--- src/rtl/fpga_link_receiver.sv ---
// Burst receiver for a toggle-strobe async link: synchronises req/strobe,
// admits a burst only when the FIFO has room, and buffers words in a FWFT FIFO.
module fpga_link_receiver #(
   parameter int DATA_WIDTH     = 32,
   parameter int BURST_LEN      = 10,
   parameter int FIFO_DEPTH     = 16,
   parameter int SYNC_STAGES    = 2,
   parameter int TIMEOUT_CYCLES = 1024
) (
   input  logic                          clk,
   input  logic                          rst_n,
   input  logic [DATA_WIDTH-1:0]         data_in,
   input  logic                          req_in,
   input  logic                          strb_in,
   output logic                          rdy_out,
   output logic                          ack_out,
   output logic [DATA_WIDTH-1:0]         data_out,
   output logic                          valid_out,
   input  logic                          ready_in,
   output logic                          burst_done,
   output logic [1:0]                    err_out,
   output logic [$clog2(FIFO_DEPTH):0]   fifo_level
);

   localparam int AW = $clog2(FIFO_DEPTH);
   localparam int LW = AW + 1;
   localparam int CW = $clog2(BURST_LEN + 1);
   localparam int TW = $clog2(TIMEOUT_CYCLES + 1);

   typedef enum logic [1:0] {
      IDLE    = 2'd0,
      RECEIVE = 2'd1,
      ACK     = 2'd2,
      ERROR   = 2'd3
   } state_t;

   state_t                 state;
   logic [SYNC_STAGES-1:0] req_sync;
   logic [SYNC_STAGES-1:0] strb_sync;
   logic                   req_s;
   logic                   strb_s;
   logic                   strb_d;
   logic                   strb_edge;
   logic [CW-1:0]          wrd_cnt;
   logic [TW-1:0]          tmo_cnt;
   logic                   space_ok;

   logic [DATA_WIDTH-1:0]  mem [FIFO_DEPTH];
   logic [AW-1:0]          wr_ptr;
   logic [AW-1:0]          rd_ptr;
   logic                   push;
   logic                   pop;

   // ------------------------------------------------------------------
   // Synchronisers and strobe edge detect
   // ------------------------------------------------------------------
   always_ff @(posedge clk or negedge rst_n) begin
      if (!rst_n) begin
         req_sync  <= '0;
         strb_sync <= '0;
         strb_d    <= 1'b0;
      end else begin
         req_sync  <= {req_sync[SYNC_STAGES-2:0], req_in};
         strb_sync <= {strb_sync[SYNC_STAGES-2:0], strb_in};
         strb_d    <= strb_sync[SYNC_STAGES-1];
      end
   end

   assign req_s     = req_sync[SYNC_STAGES-1];
   assign strb_s    = strb_sync[SYNC_STAGES-1];
   assign strb_edge = (strb_s != strb_d);

   // Admission needs room for a whole burst so the FIFO can never overflow
   assign space_ok = ((FIFO_DEPTH - int'(fifo_level)) >= BURST_LEN);

   assign push = (state == RECEIVE) && strb_edge;
   assign pop  = ready_in && valid_out;

   // ------------------------------------------------------------------
   // Burst control FSM with registered outputs
   // ------------------------------------------------------------------
   always_ff @(posedge clk or negedge rst_n) begin
      if (!rst_n) begin
         state      <= IDLE;
         rdy_out    <= 1'b0;
         ack_out    <= 1'b0;
         burst_done <= 1'b0;
         err_out    <= 2'b00;
         wrd_cnt    <= '0;
         tmo_cnt    <= '0;
      end else begin
         burst_done <= 1'b0;
         case (state)
            IDLE: begin
               if (req_s && space_ok) begin
                  state   <= RECEIVE;
                  rdy_out <= 1'b1;
                  err_out <= 2'b00;
                  wrd_cnt <= '0;
                  tmo_cnt <= '0;
               end
            end

            RECEIVE: begin
               if (strb_edge) begin
                  tmo_cnt <= '0;
                  wrd_cnt <= wrd_cnt + 1'b1;
                  if (wrd_cnt == CW'(BURST_LEN - 1)) begin
                     state      <= ACK;
                     rdy_out    <= 1'b0;
                     ack_out    <= 1'b1;
                     burst_done <= 1'b1;
                  end else if (!req_s) begin
                     state      <= IDLE;
                     rdy_out    <= 1'b0;
                     err_out[1] <= 1'b1;
                  end
               end else if (!req_s) begin
                  // Sender gave up mid-burst; words already buffered are kept
                  state      <= IDLE;
                  rdy_out    <= 1'b0;
                  err_out[1] <= 1'b1;
               end else if (tmo_cnt == TW'(TIMEOUT_CYCLES - 1)) begin
                  state      <= ERROR;
                  rdy_out    <= 1'b0;
                  err_out[0] <= 1'b1;
               end else begin
                  tmo_cnt <= tmo_cnt + 1'b1;
               end
            end

            ACK: begin
               if (!req_s) begin
                  state   <= IDLE;
                  ack_out <= 1'b0;
               end
            end

            ERROR: begin
               if (!req_s) begin
                  state <= IDLE;
               end
            end

            default: begin
               state   <= IDLE;
               rdy_out <= 1'b0;
               ack_out <= 1'b0;
            end
         endcase
      end
   end

   // ------------------------------------------------------------------
   // First-word-fall-through FIFO
   // ------------------------------------------------------------------
   always_ff @(posedge clk) begin
      if (push) begin
         mem[wr_ptr] <= data_in;
      end
   end

   always_ff @(posedge clk or negedge rst_n) begin
      if (!rst_n) begin
         wr_ptr     <= '0;
         rd_ptr     <= '0;
         fifo_level <= '0;
      end else begin
         if (push) begin
            wr_ptr <= wr_ptr + 1'b1;
         end
         if (pop) begin
            rd_ptr <= rd_ptr + 1'b1;
         end
         case ({push, pop})
            2'b10:   fifo_level <= fifo_level + LW'(1);
            2'b01:   fifo_level <= fifo_level - LW'(1);
            default: fifo_level <= fifo_level;
         endcase
      end
   end

   assign valid_out = (fifo_level != '0);
   // Head word is masked while empty so stale RAM contents never leak out
   assign data_out  = valid_out ? mem[rd_ptr] : '0;

endmodule

--- config.mk ---
export PLATFORM = sky130hd
export DESIGN_NAME = fpga_link_receiver
export DESIGN_NICKNAME = d
export VERILOG_FILES = /design/src/rtl/fpga_link_receiver.sv
export SDC_FILE = /design/constraint.sdc
export NUM_CORES = 1
export LEC_CHECK = 0
export ABC_AREA = 1
export CAP_MARGIN = 20
export CORE_MARGIN = 10
export CORE_UTILIZATION = 30
export DETAILED_ROUTE_END_ITERATION = 6
export GPL_TIMING_DRIVEN = 0
export PLACE_DENSITY = 0.49
export REMOVE_ABC_BUFFERS = 1
export SYNTH_ARGS = -nofsm -noshare
export SYNTH_HDL_FRONTEND = slang
export SYNTH_SLANG_ARGS = --single-unit
--- constraint.sdc ---
create_clock -name clk -period 2.7 [get_ports clk]
set_input_delay 0.54 -clock clk [delete_from_list [all_inputs] [get_ports clk]]
set_output_delay 0.54 -clock clk [all_outputs]
set_load 0.01 [all_outputs]
# Word-level counts from Yosys, hierarchy flattened
# Memory sizes are Yosys's and may differ from the RTL's.
# Cells that the tools add are included.
totals:
  reg_bits: 40
  ramBits: 512
  input_bits: 37
  out_inout_bits: 43
  n_memories: 1
classes:
  n_addsub: 7
  n_lt_le_gt_ge: 1
  n_eq_ne: 20
  n_mux: 40
  n_reduce_logical: 16
memory_table:
  columns: ["memory", "words", "width", "read_ports", "rd_clocked_by_memory_dff", "write_ports", "line_no", "text"]
  rows:
  - ["mem", 16, 32, 1, 0, 1, "48", "logic [DATA_WIDTH-1:0] mem [FIFO_DEPTH];"]
op_table:
  columns: ["cell", "n"]
  rows:
  - ["11-bit 2-to-1 mux", 4]
  - ["32-bit 2-to-1 mux", 1]
  - ["11-bit one-hot mux with 2 select lines", 1]
  - ["1-bit 2-to-1 mux", 19]
  - ["2-bit 2-to-1 mux", 7]
  - ["4-bit by 1-bit adder with 4-bit output (second input constant)", 3]
  - ["4-bit AND reduction", 3]
  - ["11-bit by 1-bit adder with 11-bit output (second input constant)", 1]
  - ["11-bit by 10-bit equality test with 1-bit output (second input constant)", 1]
  - ["2-bit != test (second input constant)", 5]
  - ["5-bit one-hot mux with 2 select lines", 1]
  - ["3-bit != test (second input constant)", 3]
  - ["4-bit 2-to-1 mux", 2]
  - ["4-bit by 3-bit != test with 1-bit output (second input constant)", 2]
  - ["4-bit one-hot mux with 2 select lines", 1]
  - ["2-bit equality test (second input constant)", 3]
  - ["6-bit by 5-bit >= comparator with 1-bit output (second input constant)", 1]
  - ["2-bit one-hot mux with 3 select lines", 1]
  - ["3-bit AND reduction", 2]
  - ["2-bit nonzero test", 3]
  - ["5-bit by 5-bit subtractor with 6-bit output (first input constant)", 1]
  - ["5-bit by 1-bit adder with 5-bit output (second input constant)", 1]
  - ["5-bit AND reduction", 1]
  - ["5-bit nonzero test", 1]
  - ["other kinds (11)", 16]

# Logic depth before layout (Yosys ltp)
# Gate-level depths: netlist of run 1.
logic_depth:
  ltp_word: 5
  mapped_depth: 19
  depth_no_buf: 18

# Least setup slack after synthesis of run 1
# Ideal clock, no wire load.
synth_path:
  path_kind: "register -> register"
  startpoint: "register state[1]"
  endpoint: "memory mem[11][0], enable pin"
  setup_time_ns: 0.421
  arrival_time_ns: 2.554
  required_time_ns: 2.279
  setup_slack_ns: -0.275
  stages_incl_launch_ff: 7
  period_less_slack_ns: 2.975
  cell_sequence: "dfrtp_1 > nor2_2 > inv_2 > nor2_1 > buf_2 > nand2_1 > nor2_1"
synth_between:
  elab_chain_len: 4
synth_lines:
  columns: ["item", "line_no", "text"]
  rows:
  - ["from (decl)", "37", "state_t state;"]
  - ["from (signal assigned)", "84", "state <= IDLE;"]
  - ["from (signal assigned)", "96", "state <= RECEIVE;"]
  - ["from (signal assigned)", "109", "state <= ACK;"]
  - ["2-bit by 1-bit equality test with 1-bit output", "76", "assign push = (state == RECEIVE) && strb_edge;"]
  - ["1-bit logical AND", "76", null]
  - ["1-bit 2-to-1 mux", "158", "if (push) begin"]
  - ["1-bit 2-to-1 mux (implied by the code)", "159", "mem[wr_ptr] <= data_in;"]
  - ["to (decl)", "48", null]
# Every way passes these cells.

# Worst setup path after layout of run 1
layout_path:
  startpoint: "register rd_ptr[1]"
  endpoint: "output port data_out[16]"
layout_between:
  elab_chain_len: 2
layout_lines:
  columns: ["item", "line_no", "text"]
  rows:
  - ["from (decl)", "50", "logic [AW-1:0] rd_ptr;"]
  - ["from (signal assigned)", "173", "rd_ptr <= rd_ptr + 1'b1;"]
  - ["memory read 16 x 32 bit", null, null]
  - ["32-bit 2-to-1 mux", "185", "assign data_out = valid_out ? mem[rd_ptr] : '0;"]
  - ["to (decl)", "17", "output logic [DATA_WIDTH-1:0] data_out,"]
# Every way passes these cells.

==> results.cfg, run 1 <==
[final_layout]
n_fill_cell = 6854
fin_nets = 2077
syn_to_final_growth_pct = 32.1
diodes = 0
final_cell_area_sq_um = 29700
final_util_pct = 39.9
final_layout_size_suffix_gt1_share_pct = 19.9

[power_and_ir_drop]
internal_power_w = 0.0209
switching_share_pct = 37.6
p_comb_share_pct = 46.1
p_leak_nw = 10.1
clock_power_share_pct = 23.4
seqPwrFrac_pct = 30.5
power.density_nw_per_um2 = 1130
p_total_w = 0.0335
ir_drop_uv = 711
switchingPower_w = 0.0126

[timing]
final.setup.tns_ns = -9.57
skew_ns = 0.0247
worstMarginPinSlew_ns = 0.898
worst_slack_ns = -0.400
post-route-period-util_pct = 115
post-route-min-period_ns = 3.10
fmax_mhz = 323
rsz0062_at_grt = true
max_slew_margin_pct = 40.0
finalSetupViolations = 32
slew_violations = 0
hold_viol_final = 0

[drt]
drt-wirelength-per-cell_um = 24.2
firstDrtPassIters = 5
drt_wl_total_um = 73400
drc = 0
vias = 15500
antenna_left = 0
drt_iter0_drc = 1583
viasPerCell = 5.11

[logic_synthesis]
synth-seq-cells = 552
yosys-top-cells-count = 512 x edfxtp_1, 428 x nor2_1, 258 x o21ai_0, 128 x o211ai_1, 89 x nand3_1
synth_area_leader_cell = edfxtp_1
synth_most_common_cell = edfxtp_1
synth.distinct_cells = 36
synthTopCellsByArea = edfxtp_1 68%, nor2_1 7.2%, o21ai_0 5.8%
yosysSeqAreaShare_pct = 73.0
synthCells = 1792
syn_area_sq_um = 22400
synth_ff_type = edfxtp_1
ys_warn_count = 0
yosysTopAreaCellShare_pct = 68.5
async_flop_share_pct = 7.25
synth_area_per_cell_sq_um = 12.5
synth_edf_count = 512

[clock_tree]
clk_latency_ns = 0.65
h-tree-depth = 2
clock_path_buffers = 3
path_clk_slew_ns = 0.07
root_buffer = clkbuf_16
numCtsBuffers = 59
numClockSinks = 552
cts_tree = built

[floorplan]
ioPinCount = 80
dieArea_sq_um = 86200
initial_core_util_pct = 30.2
die_w_um = 294
die_y_um = 294
rows = 100
core_region_area_sq_um = 74300

[critical_path]
worst_setup_path_start_kind = flip-flop
critPathArrivalTime_ns = 2.56
criticalPathCategory = reg -> out
required_ns = 2.16
cp_max_fo = 6
end_kind = output pin

[placement]
hpwlAfterDp_um = 33300
dp_worst_setup_slack_ns = -1.51
io_buffers = 79
routabilityCongestion = 0.750
placed_area_sq_um = 25000

[global_route]
grt_max_degree = 60
grt_pass1_wl_um = 102000
gr-usage-all-layers_pct = 15.9
grt_pass1_vias = 14800
antenna_found_initial = 7
gr-total-overflow = 0

[run_status]
violations = negative setup slack
status = complete, but fails checks

[job]
max_cap_violations = 0

[min_path]
hold_class = reg -> reg
-- layout by cell type, fill, tap and decap left out, types with 11 or more instances in the layout --
master,netlist,layout
a21oi_2,0,26
nor2_2,1,12
buf_4,3,69
clkbuf_16,0,72
o21ai_0,258,212
nand3_1,89,89
edfxtp_1,512,512
o21ai_1,10,50
nor2_4,0,25
clkbuf_1,57,12
buf_12,0,35
nand2_1,85,80
ha_1,15,13
buf_16,0,59
inv_1,41,34
clkdlybuf4s50_1,0,45
buf_6,16,11
dfrtp_1,40,35
a21oi_1,38,11
o211ai_1,128,128
buf_2,21,28
nor2_1,428,397
-- stage by stage --
| step | cells | hold slack [ns] |
|---|---|---|
| floorplan | 1680 | 0.244 |
| global placement | 2728 | 0.331 |
| detailed placement | 2766 | 0.336 |
| CTS | 2975 | 0.327 |
| global route | 3034 | 0.344 |
| finish | 3034 | 0.350 |
-- logic make-up (layout without fill, tap and decap cells) --
group	count (synthesis)	in the layout	synth area share, %
AO/OA/AOI/OAI	439	439	11.3
XOR/XNOR	13	13	0.541
adder cells (fa/ha/maj)	16	16	0.925
buffers and inverters	156	424	3.36
flip-flops	552	552	73.0
AND/OR/NAND/NOR	616	621	11.0
-- worst paths after layout --
kind | endpoint | cells past startpoint | from | slack, ns
min | strb_sync[1] | 0 | strb_sync[0] | 0.35
min reg2reg | strb_sync[1] | 0 | strb_sync[0] | 0.35
max reg2reg | mem[7][5] | 5 | state[1] | 0.18
min in group asynchronous | wr_ptr[1] | 2 | rst_n | 0.37
max in group asynchronous | rd_ptr[0] | 3 | rst_n | 1.82
max | data_out[16] | 10 | rd_ptr[1] | -0.40
-- area by class of cell --
cell class                      count  area (sq um)  area share (%)
Clock buffer                       71          1520            5.13
Clock inverter                     31           338            1.14
Inverter                           44           223           0.751
Multi-Input combinational cell   1089          5740            19.4
Sequential cell                   552         16400            55.3
Tap cell                          969          1210            4.09
Timing Repair Buffer              271          4070            13.7
Timing Repair inverter              7           165           0.557
-- power by group through the flow --
stage	logic [W]	clock network (W)	registers [W]
after floorplan	0.00465	0	0.0109
after global placement	0.00620	0	0.0112
after global routing	0.0166	0.00834	0.0103
after detailed placement	0.00985	0	0.0108
final	0.0154	0.00784	0.0102
after CTS	0.0138	0.00795	0.0102
-- timing repair --
| action | in CTS | in global routing |
|---|---|---|
| pin swaps | 72 | 72 |
| buffers inserted | 68 | 43 |
| hold endpoints to repair | 15 | 0 |
| hold buffers | 1 | 0 |
| gates cloned | 38 | 19 |
| resized for setup | 274 | 89 |
| setup endpoints to repair | 560 | 96 |
-- state kept, by name, summed over array words and instances (netlist names) --
register,count
wr_ptr,4
wrd_cnt,4
state,2
burst_done,1
err_out,2
rd_ptr,4
fifo_level,5
req_sync,2
rdy_out,1
tmo_cnt,11
mem,512
strb_sync,2
ack_out,1
strb_d,1
-- per-layer routing --
layer	vias up	wire length (um)	part of all wire [%]	GRT usage, %
li1	7013	-	-	-
met1	7828	31600	43	21.6
met2	535	34900	47	25.7
met3	122	5060	6.9	3.18
met4	12	1820	2.5	4.33
met5	-	78	0.11	0
-- critical path, cell delays in order, from the launching register on --
cell and delay [ns]:
dfrtp_4 0.51, buf_16 0.16, buf_16 0.14, inv_16 0.08, buf_16 0.13, buf_8 0.12
o21ai_1 0.06, o211ai_1 0.17, nand3_1 0.13, a21oi_2 0.24, buf_2 0.18
Note: power is estimated with default switching activity, not from simulation.
==> run 2: changes to the inputs <==
--- a/config.mk
+++ b/config.mk
@@ -9,2 +9,3 @@
 export CAP_MARGIN = 20
+export CORE_ASPECT_RATIO = 0.9
 export CORE_MARGIN = 10
--- a/constraint.sdc
+++ b/constraint.sdc
@@ -3,2 +3,2 @@
 set_output_delay 0.54 -clock clk [all_outputs]
-set_load 0.01 [all_outputs]
+set_load 0.02 [all_outputs]
==> run 2 against run 1 <==
The flow still finishes with violations (negative setup slack). Clock-buffer cell count shrank 3. First-iteration DRC count rose by 5.7%. Utilization decreased by 1.1 points. Worst setup slack gained 0.088 ns. Sequential power barely moved. Power fell by 1.2%. Combinational power about the same. Design area is 2.7% lower. Die area hardly changed. Largest power group unchanged.
==> results.cfg, run 2 (synthesis gave the netlist of run 1 again) <==
[run_status]
status = complete, but fails checks
violations = negative setup slack

[final_layout]
largest_reg_flops = 512
layout_commonest_cell = edfxtp_1
layout_common_cells = 512 x edfxtp_1, 382 x nor2_1, 208 x o21ai_0
final_layout_size_suffix_gt1_share_pct = 17.8
final_cell_area_sq_um = 28900
reg.largest.list = mem: 512 flops, tmo_cnt: 11 flops, fifo_level: 5 flops
syn_to_final_growth_pct = 28.6
top_register = mem
fin_nets = 2009

[global_route]
antenna_found_initial = 5
gr-total-overflow = 0
grt_pass1_vias = 14200
grt_max_degree = 43
gr-usage-all-layers_pct = 15.9
grt_pass1_wl_um = 101000

[critical_path]
reg2reg_depth = 19
r2r_end = fifo_level[4]
end_kind = output pin
worstPathCellList = buf_16 > buf_8 > buf_16 > o21ai_0 > o211ai_1 > nand3_1 > a21oi_4 > buf_6
required_ns = 2.16
worst_setup_path_start_kind = flip-flop
path_buf_inv = 4
criticalPathCategory = reg -> out
crit_slowest_cell = dfrtp_4
critPathArrivalTime_ns = 2.47
r2r_start = fifo_level[0]
slowest_delay_ns = 0.47
cp_max_fo = 10
cpMostUsedCell = buf_16
rrSetupSlack_ns = 0.19
critPathTopFamily = buffers and inverters

[drt]
antenna_left = 0
drc = 0
viasPerCell = 5.09
vias = 15100
drt-wirelength-per-cell_um = 24.2
firstDrtPassIters = 5
drt_iter0_drc = 1674
drt_wl_total_um = 72100

[timing]
max_slew_margin_pct = 56.5
post-route-period-util_pct = 112
worstMarginPinSlew_ns = 0.651
hold_viol_final = 0
rsz0062_at_grt = true
fmax_mhz = 332
slew_violations = 0
post-route-min-period_ns = 3.01
finalSetupViolations = 32
skew_ns = 0.0377
worst_slack_ns = -0.312

[floorplan]
die_y_um = 280
rows = 95
dieArea_sq_um = 86200
ioPinCount = 80
die_w_um = 308
initial_core_util_pct = 30.2
core_region_area_sq_um = 74400

[placement]
dp_worst_setup_slack_ns = -1.46
io_buffers = 79
placed_area_sq_um = 24800
hpwlAfterDp_um = 32600
routabilityCongestion = 0.751

[clock_tree]
clock_path_buffers = 3
numCtsBuffers = 57
cts_tree = built
numClockSinks = 552
root_buffer = clkbuf_16
clk_latency_ns = 0.63
path_clk_slew_ns = 0.06
h-tree-depth = 2

[power_and_ir_drop]
ir_drop_uv = 539
p_leak_nw = 9.65
power.density_nw_per_um2 = 1150

[min_path]
hold_class = in -> async

[job]
max_cap_violations = 0
==> run 2: cell types whose count changed in the layout (fill, tap and decap cells not counted), moves of 4 or more <==
cell,before,now
nor2_1,397,382
o21ai_0,212,208
clkinv_4,5,1
buf_16,59,40
buf_4,69,37
clkinv_2,7,13
clkinvlp_4,8,2
buf_6,11,29
a21oi_4,1,6
buf_2,28,1
o21ai_1,50,57
clkinv_1,6,18
nor2_2,12,23
==> run 2: worst reg2reg max path: stages, from the launching register on <==
cell	delay, ns
dfrtp_1	0.36
inv_2	0.06
ha_4	0.16
nand2_2	0.08
nor2_4	0.05
ha_4	0.20
buf_6	0.13
inv_2	0.05
nand2_2	0.10
inv_4	0.08
ha_4	0.16
inv_1	0.06
fa_1	0.37
inv_1	0.08
nand2_1	0.07
nand2_1	0.06
a21oi_1	0.07
xor2_1	0.14
nand2_1	0.06
o21ai_0	0.07
==> run 2: how the worst max path moves through the flow <==
| stage | from | endpoint | slack [ns] | cells after the start |
|---|---|---|---|---|
| 2_1_floorplan | rd_ptr[0] | data_out[30] | -5.61 | 5 |
| 3_3_place_gp | rd_ptr[0] | data_out[20] | -15.73 | 6 |
| 3_5_place_dp | rd_ptr[0] | data_out[20] | -1.46 | 8 |
| 4_1_cts | rd_ptr[0] | data_out[22] | -0.32 | 10 |
| 5_1_grt | rd_ptr[0] | data_out[30] | -0.41 | 8 |
| 6_report | rd_ptr[0] | data_out[15] | -0.31 | 8 |
==> run 2: what timing repair did <==
action	in CTS	in global routing
hold buffers	1	0
hold endpoints to repair	12	0
gates cloned	33	13
gates resized for setup	300	116
pin swaps	50	32
endpoints found under the setup margin	536	86
setup buffers	55	4
==> run 2: report_power, final <==
group          leakage (nW)  internal (W)  total [W]  switching (W)
clock network         0.894       0.00433    0.00773        0.00340
registers              5.11       0.00993     0.0103       0.000325
logic                  3.65       0.00606     0.0151        0.00907
==> run 2: per-stage QoR <==
step	hold WS, ns	power (W)	utilization [%]	cells	setup TNS [ns]
2_1_floorplan	0.244	0.0160	-	1680	-418.67
3_3_place_gp	0.334	0.0178	32.1	2729	-2006.96
3_5_place_dp	0.337	0.0210	33.3	2762	-224.07
4_1_cts	0.314	0.0321	38.0	2959	-8.70
5_1_grt	0.343	0.0348	38.8	2976	-11.36
6_report	0.342	0.0331	38.8	2976	-7.77
==> run 2: cell type report <==
class | count | area, sq um
diodes | 1 | 2.50
repair buffers | 208 | 3300
inverters | 44 | 205
fillers | 6916 | 45500
flip-flops and latches | 552 | 16400
clock inverters | 40 | 344
multi-input cells | 1085 | 5790
clock buffers | 68 | 1490
repair inverters | 8 | 130
well taps | 970 | 1210
==> run 2: layer usage <==
layer / part of all wire [%] / wire length, um / vias to the layer above / global-route usage, %
met5: 0.075 / 54 / - / 0
met4: 2.1 / 1510 / 8 / 4.06
met3: 8.0 / 5790 / 109 / 2.94
met2: 45 / 32100 / 558 / 24.4
met1: 45 / 32600 / 7581 / 22.9
li1: - / - / 6882 / -
==> run 3: changes to the inputs <==
- CTS_BUF_LIST: default -> sky130_fd_sc_hd__clkbuf_16
- CTS_CLUSTER_SIZE: default -> 24
- HOLD_SLACK_MARGIN: default -> 0.02
==> run 3 against run 2 <==
The flow still finishes with violations (negative setup slack). Sequential power hardly changed. Non-clock buffer count stayed put. Clock-buffer cell count is 10 lower. Design area stayed put. Die area stayed put. Register-to-register slack hardly changed. Critical path depth stayed put. Final cell count stayed put. Fmax hardly changed. Utilization stayed put. Combinational power hardly changed.
==> results.cfg, run 3 (synthesis gave the netlist of run 1 again) <==
[critical_path]
criticalPathCategory = reg -> out
cp_max_fo = 20
r2r_start = fifo_level[0]
crit_start = rd_ptr[0]
crit_slowest_cell = dfrtp_4
worstPathCellList = buf_16 > inv_16 > buf_16 > nor2_1 > o211ai_1 > nand3_1 > a21oi_2 > buf_6
path_depth = 8
worst_setup_path_start_kind = flip-flop
reg2reg_depth = 19
cp-endpoint = data_out[30]
required_ns = 2.16
end_kind = output pin
cpMostUsedCell = buf_16
path_buf_inv = 4
r2r_end = fifo_level[4]
rrSetupSlack_ns = 0.19
slowest_delay_ns = 0.52
critPathArrivalTime_ns = 2.47
critPathTopFamily = buffers and inverters

[timing]
post-route-period-util_pct = 112
worst_slack_ns = -0.311
hold_viol_final = 0
post-route-min-period_ns = 3.01
fmax_mhz = 332
max_slew_margin_pct = 55.4
rsz0062_at_grt = true
slew_violations = 0
skew_ns = 0.0386
finalSetupViolations = 32
worstMarginPinSlew_ns = 0.667
holdWs_ns = 0.341

[final_layout]
reg.largest.list = mem: 512 flops, tmo_cnt: 11 flops, fifo_level: 5 flops
layout_common_cells = 512 x edfxtp_1, 382 x nor2_1, 208 x o21ai_0
largest_reg_flops = 512
n_fill_cell = 6916
final_cell_count_no_fill = 2976
final_layout_size_suffix_gt1_share_pct = 17.8
seq_area_sq_um = 16400
fin_nets = 2009
syn_to_final_growth_pct = 28.6
top_register = mem
final_util_pct = 38.8
multi_input_area_sq_um = 5790
layout_commonest_cell = edfxtp_1

[floorplan]
initial_core_util_pct = 30.2
die_w_um = 308
die_y_um = 280
core_region_area_sq_um = 74400
ioPinCount = 80
rows = 95
dieArea_sq_um = 86200

[global_route]
gr-usage-all-layers_pct = 15.9
grt_pass1_wl_um = 101000
gr-total-overflow = 0
antenna_found_initial = 5
grt_max_degree = 43
grt_pass1_vias = 14200

[min_path]
hold_class = in -> async

[drt]
antenna_left = 0
drc = 0
viasPerCell = 5.10
vias = 15200
drt-wirelength-per-cell_um = 24.2
drt_wl_total_um = 72100
drt_iter0_drc = 1654
firstDrtPassIters = 5

[clock_tree]
numClockSinks = 552
cts_tree = built
numCtsBuffers = 57
h-tree-depth = 2
root_buffer = clkbuf_16
path_clk_slew_ns = 0.06
clk_latency_ns = 0.63
clock_path_buffers = 3

[placement]
placed_cells = 2762
hpwlAfterDp_um = 32600
io_buffers = 79
dp_worst_setup_slack_ns = -1.46
routabilityCongestion = 0.751

[job]
max_cap_violations = 0

[run_status]
violations = negative setup slack
status = complete, but fails checks

[power_and_ir_drop]
ir_drop_uv = 540
power.density_nw_per_um2 = 1150
p_leak_nw = 9.70
-- run 3: cell count changes in the layout (fill, tap and decap cells not counted) --
cell      delta
inv_1       +10
clkbuf_1    -10
-- run 3: what timing repair did --
action | 4_1_cts | 5_1_grt
buffers inserted | 55 | 4
endpoints found under the hold margin | 12 | 0
pin swaps | 50 | 32
setup endpoints to repair | 536 | 86
resized for setup | 300 | 116
gates cloned | 33 | 13
hold buffers | 1 | 0
-- run 3: worst min-delay path by stage --
stage               slack, ns          from      endpoint
finish                   0.34         rst_n    tmo_cnt[6]
global route             0.34       strb_in  strb_sync[0]
CTS                      0.31       strb_in  strb_sync[0]
detailed placement       0.34  strb_sync[0]  strb_sync[1]
global placement         0.33  strb_sync[0]  strb_sync[1]
floorplan                0.24         rst_n       ack_out
-- run 3: stage by stage --
step	total power (W)	setup TNS [ns]	area, sq um
2_1_floorplan	0.0160	-418.67	21900
3_3_place_gp	0.0178	-2006.96	23900
3_5_place_dp	0.0210	-224.07	24800
4_1_cts	0.0320	-8.70	28300
5_1_grt	0.0347	-11.36	28900
6_report	0.0331	-7.80	28900
-- run 3: power breakdown --
part / internal (W) / switching, W / leakage, nW / total, W
combinational: 0.00606 / 0.00909 / 3.65 / 0.0151
sequential: 0.00993 / 0.000325 / 5.11 / 0.0103
clock: 0.00430 / 0.00340 / 0.935 / 0.00769
total: 0.0203 / 0.0128 / 9.70 / 0.0331
-- run 3: metal layers --
layer	global-route usage, %	routed length, um	up-vias
met5	0	54	-
met4	4.06	1510	8
met3	2.94	5990	103
met2	24.4	32100	585
met1	23.0	32500	7598
li1	-	-	6885
-- run 3: cell type report --
cell class	count	share of cell area (%)
antenna	1	0.00867
clock buffer	58	5.03
clock inverter	50	1.32
inverter	44	0.711
multi-input combinational	1085	20.1
sequential	552	56.8
tap	970	4.21
timing repair buffer	208	11.4
timing repair inverter	8	0.451
